File: config.mk
export PLATFORM = sky130hd
export DESIGN_NAME = four_fulladd
export DESIGN_NICKNAME = d
export VERILOG_FILES = /design/src/rtl/four_fulladd_full_adder.sv /design/src/rtl/four_fulladd.sv
export SDC_FILE = /design/constraint.sdc
export NUM_CORES = 1
export LEC_CHECK = 0
export ABC_AREA = 1
export CAP_MARGIN = 25
export CORE_AREA = 4 4 41 43
export DETAILED_ROUTE_END_ITERATION = 16
export DIE_AREA = 0 0 45 47
export PLACE_DENSITY = 0.53
export SYNTH_ARGS = -nofsm -noshare
export SYNTH_HDL_FRONTEND = slang
export SYNTH_SLANG_ARGS = --single-unit
File: constraint.sdc
create_clock -name clk -period 4.05 [get_ports clk]
set_input_delay 0.405 -clock clk [delete_from_list [all_inputs] [get_ports clk]]
set_output_delay 0.405 -clock clk [all_outputs]
set_load 0.005 [all_outputs]
File: src/rtl/four_fulladd_full_adder.sv
// One ripple stage of the 4-bit adder: sum and carry for a single bit position.
// Carry uses the propagate form so the XOR term is shared with the sum.
module full_adder (
    input  logic x,
    input  logic y,
    input  logic ci,
    output logic s,
    output logic co
);

    logic p;

    assign p  = x ^ y;
    assign s  = p ^ ci;
    assign co = (x & y) | (ci & p);

endmodule

File: src/rtl/four_fulladd.sv
// 4-bit unsigned ripple-carry adder with carry-in; the 5-bit result
// {cout,s3,s2,s1,s0} is registered, so it appears one clock after the operands.
module four_fulladd (
    input  logic       clk,
    input  logic       rst,
    input  logic [3:0] a,
    input  logic [3:0] b,
    input  logic       cin,
    output logic       cout,
    output logic       s0,
    output logic       s1,
    output logic       s2,
    output logic       s3
);

    localparam int WIDTH = 4;

    // carry[i] feeds stage i; carry[WIDTH] is the final carry-out.
    logic [WIDTH:0]   carry;
    logic [WIDTH-1:0] sum;

    assign carry[0] = cin;

    for (genvar i = 0; i < WIDTH; i++) begin : g_stage
        full_adder u_fa (
            .x  (a[i]),
            .y  (b[i]),
            .ci (carry[i]),
            .s  (sum[i]),
            .co (carry[i+1])
        );
    end

    // NOTE: sequential state uses non-blocking assignments so every register
    // samples the pre-edge values, independent of statement order.
    always_ff @(posedge clk) begin
        if (rst) begin
            {cout, s3, s2, s1, s0} <= '0;
        end else begin
            {cout, s3, s2, s1, s0} <= {carry[WIDTH], sum};
        end
    end

endmodule

; ---- Yosys cells after proc, flatten, opt, wreduce, memory -nomap -nowiden
; Cells that the tools add are included.
[word_totals]
register_bits = 5
inputBits = 11
out_inout_bits = 5
word_cells = 25
[classes]
n_bitwise = 20
[ops]
columns = cell, count
row1 = $and A1 B1 Y1, 8
row2 = $xor A1 B1 Y1, 8
row3 = $or A1 B1 Y1, 4

; ---- Depth between registers and ports, before layout
; Gate-level depths: netlist (run 1).
[logic_depth]
ltp_word = 9
depth_mapped = 8
mapped_depth_nobuf = 8

; ---- Cells and area by module
; From an unflattened synthesis (run 1), not the netlist that was laid out.
[hier_totals]
hier_cells = 19
hier_area_um2 = 217.7
[by_module_without_submodules]
columns = module, instances, cells_per_inst, area_each_um2, seq_area_each_um2
row1 = four_fulladd, 1, 15, 137.6, 100.1
row2 = full_adder, 4, 1, 20.0, 0.0

; ---- Least setup slack after synthesis (run 1)
; Ideal clock, no wire load.
[synth_timing]
path_kind = input -> register
startpoint = input port a[0]
endpoint = register s3
setup_ps = 64
t_arrival_ps = 1922
t_required_ps = 3986
path_slack_ps = 2064
path_stages = 8
n_path_buf = 0
path_cell_list = inv_1 fa_1 inv_1 fa_1 fa_1 inv_1 fa_1 nor2_1
[synth_via]
elab_chain_cells = 8
elab_cells_between_ends = 9
cone_classes = bitwise: 9
[synth_lines]
columns = element, line
row1 = from (decl), four_fulladd.sv:6  ; input logic [3:0] a,
row2 = $xor A1 B1 Y1, four_fulladd_full_adder.sv:13  ; assign p = x ^ y;
row3 = $and A1 B1 Y1, four_fulladd_full_adder.sv:15  ; assign co = (x & y) | (ci & p);
row4 = $or A1 B1 Y1 *, four_fulladd_full_adder.sv:15
row5 = $and A1 B1 Y1 *, four_fulladd_full_adder.sv:15
row6 = $or A1 B1 Y1 *, four_fulladd_full_adder.sv:15
row7 = $and A1 B1 Y1 *, four_fulladd_full_adder.sv:15
row8 = $or A1 B1 Y1 *, four_fulladd_full_adder.sv:15
row9 = $xor A1 B1 Y1 *, four_fulladd_full_adder.sv:14  ; assign s = p ^ ci;
row10 = to (signal assigned), four_fulladd.sv:40  ; {cout, s3, s2, s1, s0} <= {carry[WIDTH], sum};
row11 = to (decl), four_fulladd.sv:13  ; output logic s3
; Mark *: on every way between the ends. The rest lies on a longest branch, timed or not.
; A chain may end at the register's enable or synchronous reset.

; ---- Final worst setup path (run 1)
; Same ends and word-level chain as after synthesis.

==> results.yml, run 1 <==
global_routing:
  overflow: 0
  grt_max_degree: 6
  grtUsageTotal_pct: 4.62
  grt_pass1_wl_um: 552
  antenna_found_initial: 0
  grt_pass1_vias: 161
clocking:
  htree_levels: 1
  cts.reportedPaths.clkPinSlew_ps: 40
  numCtsBuffers: 3
  cts_tree: "built"
  cts_root_buf: "clkbuf_4"
  cts.path.max_buffers: 2
  clock_sinks: 5
  cts_hold_buf: 0
  postCtsSetupBuffers: 0
  post_cts_resized: 0
placed_design:
  globalplace.congestion: 0.603
  port_buffers: 15
  placed_cell_area_um2: 402
  hpwl_um: 385
sta:
  hold_slack_ps: 787
  rsz0062_at_grt: "no"
  worst_pin_slew_ps: 164
  period_share_pct: 55.2
  setup_tns_ps: 0
  slew_headroom_pct: 89.1
  max_freq_mhz: 448
  setup_viol: 0
  drv_slew: 0
  hold_violations: 0
  fin_crit_ps: 2230
synth:
  yosys_warnings: 0
  synth_top_cell_by_area: "dfxtp_1"
  syn_area_um2: 233
  synth_seq_area_share_pct: 43.0
  netlist.area_leader.share_pct: 43.0
  ys_ff_latch: 5
  synth.most_common_cell: "inv_1"
  synth_area_per_cell_um2: 10.1
  synthTopCellsByArea: "dfxtp_1 (43%), fa_1 (34%), inv_1 (15%), nor2_1 (8.1%)"
  ys.flop_type: "dfxtp_1"
  netlist_instances: 23
  synth-edff-count: 0
  async_flop_share_pct: 0
  synth_common_cells: "inv_1 (9), dfxtp_1 (5), nor2_1 (5)"
  ys_types: 4
  syn-num-nets: 38
worst_setup_path:
  endpoint_kind: "register"
  start_kind: "input pin"
  critical_path_class: "input pin to register"
  cp_data_required_time_ps: 4220
  crit_arrival_ps: 2410
  crit_fanout: 1
layout:
  final_nets: 58
  areaGrowthSynthToFinish_pct: 83.9
  antenna_cells: 0
  n_fill_cell: 152
  utilization_pct: 32.9
  multiInputGateArea_um2: 98.8
  regArea_um2: 100
  fin_area_um2: 428
  layout-drive-gt1-share_pct: 7.14
die:
  die_w_um: 45
  start_util_pct: 17.9
  coreArea_um2: 1300
  die_height_um: 47
  rows: 13
  dieArea_um2: 2120
  io_pins: 16
run:
  drv_cap: 0
drt:
  via_count: 179
  ant_nets: 0
  wl_per_cell_um: 7.49
  drt_iter0_markers: 1
  vias_per_cell: 3.14
  drc: 0
  wl_um: 427
  drt_pass1_iterations: 2
run_status:
  outcome: "finished, final reports clean"
power:
  peakVddDrop_mv: 0.0769
  p_total_mw: 0.146
  p_leak_nw: 0.201
  powerDensity_nw_per_um2: 342
worst_hold_path:
  hold_class: "input pin to register"
==> state kept, by name, indices dropped and copies added (netlist names) <==
signal,count
s3,1
cout,1
s1,1
s0,1
s2,1
==> path summary, 6_finish.rpt <==
path                  from  slack, ps  depth (start not counted)         endpoint
worst max-delay path  a[0]       1820                          9    s3$_SDFF_PP0_
worst min-delay path   rst        790                          2  cout$_SDFF_PP0_
==> final cells by class <==
type	instances	area share, %
Tap cell	15	4.39
Timing Repair Buffer	15	35.1
Clock buffer	4	6.14
Sequential cell	5	23.4
Multi-Input combinational cell	9	23.1
Inverter	9	7.89
==> stage by stage <==
stage                     worst slack [ps]  cells
after CTS                             1800     57
final                                 1820     57
after floorplan                       2060     23
after global routing                  1720     57
after detailed placement              1550     53
after global placement                1590     53
==> routing by layer <==
metal | up-vias | part of all wire (%) | GRT usage [%]
li1 | 97 | - | -
met1 | 68 | 34 | 3.50
met2 | 12 | 52 | 6.21
met3 | 2 | 9.8 | 0
met4 | 0 | 4.4 | 12.3
met5 | - | 0 | 0
==> worst max-delay path, stage by stage <==
cell and delay, ps:
clkdlybuf4s50_1 390, inv_1 80, fa_1 180, inv_1 50, fa_1 370, fa_1 370
inv_1 80, fa_1 400, nor2_1 80
==> cells in the final DEF, fill, tap and decap left out, drive strengths merged <==
cell,count
fa,4
clkdlybuf4s50,15
nor2,5
inv,9
clkbuf,4
dfxtp,5
==> power breakdown <==
part	switching (mW)	internal (mW)
sequential	0.00117	0.0550
clock	0.0184	0.0371
combinational	0.0116	0.0229
==> cells by family after synthesis <==
family	after synthesis	share of synthesized area (%)
AND/OR/NAND/NOR	5	8.07
flip-flops	5	43.0
buffers and inverters	9	14.5
adder cells (fa/ha/maj)	4	34.4
Note: power is estimated with default switching activity, not from simulation.
==> run 2: changes to the inputs <==
==> constraint.sdc (replaced) <==
create_clock -name clk -period 2.2 [get_ports clk]
set_input_delay 0.22 -clock clk [delete_from_list [all_inputs] [get_ports clk]]
set_output_delay 0.22 -clock clk [all_outputs]
set_load 0.005 [all_outputs]
==> run 2 against run 1 <==
Compared with the run above: total power is 85% higher; critical path depth stayed put; worst setup slack worse by 1700 ps; hold slack worse by 180 ps; non-clock buffer count stayed put; final area stayed put; first-iteration DRC count is 100% higher; largest cell class unchanged; highest routed layer unchanged.
==> results.yml, run 2 (synthesis gave the netlist of run 1 again) <==
run_status:
  outcome: "finished, final reports clean"
sta:
  worst_pin_slew_ps: 161
  drv_slew: 0
  hold_violations: 0
  hold_slack_ps: 603
  max_freq_mhz: 492
  rsz0062_at_grt: "no"
  slew_headroom_pct: 89.2
  setup_viol: 0
  period_share_pct: 92.5
  fin_crit_ps: 2030
power:
  p_seq_share_pct: 38.3
  powerDensity_nw_per_um2: 631
  p_sw_share_pct: 21.6
  switchingPower_mw: 0.0584
  pwr-share-comb_pct: 23.3
  p_leak_nw: 0.201
  clkPwrFrac_pct: 38.4
  internal_power_mw: 0.212
  peakVddDrop_mv: 0.161
placed_design:
  port_buffers: 15
  hpwl_um: 347
  globalplace.congestion: 0.612
  placed_cells: 53
  placed_cell_area_um2: 402
worst_hold_path:
  hold_class: "input pin to register"
drt:
  ant_nets: 0
  drt_iter0_markers: 2
  via_count: 180
  wl_um: 382
  vias_per_cell: 3.16
  wl_per_cell_um: 6.70
  drt_pass1_iterations: 2
  drc: 0
layout:
  final_nets: 58
  antenna_cells: 0
  utilization_pct: 32.9
  areaGrowthSynthToFinish_pct: 83.9
  layout_common_cells: "clkdlybuf4s50_1 (15), inv_1 (9), nor2_1 (5), dfxtp_1 (5), fa_1 (4)"
  layout-drive-gt1-share_pct: 7.14
  instances_no_fill: 57
  layout_commonest_cell: "clkdlybuf4s50_1"
  fin_area_um2: 428
worst_setup_path:
  crit_arrival_ps: 2210
  endpoint_kind: "register"
  start_kind: "input pin"
  critical_path_class: "input pin to register"
  cp_data_required_time_ps: 2380
  crit_fanout: 1
die:
  io_pins: 16
  coreArea_um2: 1300
  rows: 13
  start_util_pct: 17.9
  die_height_um: 47
  die_w_um: 45
  dieArea_um2: 2120
global_routing:
  grt_pass1_vias: 170
  overflow: 0
  grt_max_degree: 6
  antenna_found_initial: 0
  grt_pass1_wl_um: 607
  grtUsageTotal_pct: 4.70
clocking:
  cts.path.max_buffers: 2
  clock_sinks: 5
  numCtsBuffers: 3
  htree_levels: 1
  cts_tree: "built"
  cts_root_buf: "clkbuf_4"
  postCtsSetupBuffers: 0
  cts.reportedPaths.clkPinSlew_ps: 40
  cts_hold_buf: 0
  post_cts_resized: 0
run:
  drv_cap: 0
-- run 2: cell counts in the layout (fill, tap and decap cells not counted) --
Identical to the previous run, type by type.
-- run 2: worst paths after layout --
| path | start | to | slack (ps) | cells past startpoint |
|---|---|---|---|---|
| min | rst | cout$_SDFF_PP0_ | 600 | 2 |
| max | a[0] | s3$_SDFF_PP0_ | 170 | 9 |
-- run 2: per-stage QoR --
stage,worst slack [ps],total power [mW],TNS [ps]
final,165,0.270,0
after global routing,55.6,0.291,0
after CTS,159,0.277,0
after detailed placement,-92.7,0.169,-92.7
after global placement,-75.8,0.169,-75.8
after floorplan,399,0.126,0
-- run 2: power by group through the flow --
stage / registers, mW / clock network [mW] / logic (mW)
2_1_floorplan: 0.107 / 0 / 0.0195
6_report: 0.103 / 0.104 / 0.0628
4_1_cts: 0.104 / 0.109 / 0.0643
5_1_grt: 0.105 / 0.116 / 0.0701
3_3_place_gp: 0.105 / 0 / 0.0639
3_5_place_dp: 0.105 / 0 / 0.0642
-- run 2: routing by layer --
| layer | routed length [µm] | vias to the layer above | track usage, % | part of all wire [%] |
|---|---|---|---|---|
| li1 | - | 97 | - | - |
| met1 | 132 | 69 | 3.96 | 35 |
| met4 | 14 | 0 | 10.5 | 3.7 |
| met2 | 187 | 12 | 6.78 | 49 |
| met5 | 0 | - | 0 | 0 |
| met3 | 47 | 2 | 0 | 12 |
-- run 2: critical path: stages --
cell and delay (ps):
clkdlybuf4s50_1 390, inv_1 80, fa_1 170, inv_1 50, fa_1 370, fa_1 370, inv_1 80, fa_1 400
nor2_1 80
-- run 2: layout make-up --
class | count | area, µm²
multi-input cells | 9 | 98.8
flip-flops and latches | 5 | 100
well taps | 15 | 18.8
clock buffers | 4 | 26.3
inverters | 9 | 33.8
fillers | 142 | 873
repair buffers | 15 | 150
==> run 3: changes to the inputs <==
--- a/config.mk
+++ b/config.mk
@@ -8,9 +8,11 @@
 export ABC_AREA = 1
 export CAP_MARGIN = 25
 export CORE_AREA = 4 4 41 43
+export CTS_CLUSTER_SIZE = 14
 export DETAILED_ROUTE_END_ITERATION = 16
 export DIE_AREA = 0 0 45 47
 export PLACE_DENSITY = 0.53
+export REMOVE_ABC_BUFFERS = 1
 export SYNTH_ARGS = -nofsm -noshare
 export SYNTH_HDL_FRONTEND = slang
 export SYNTH_SLANG_ARGS = --single-unit
==> results of run 3 <==
Same layout as run 2: the final DEF is identical, and so are final timing and power.
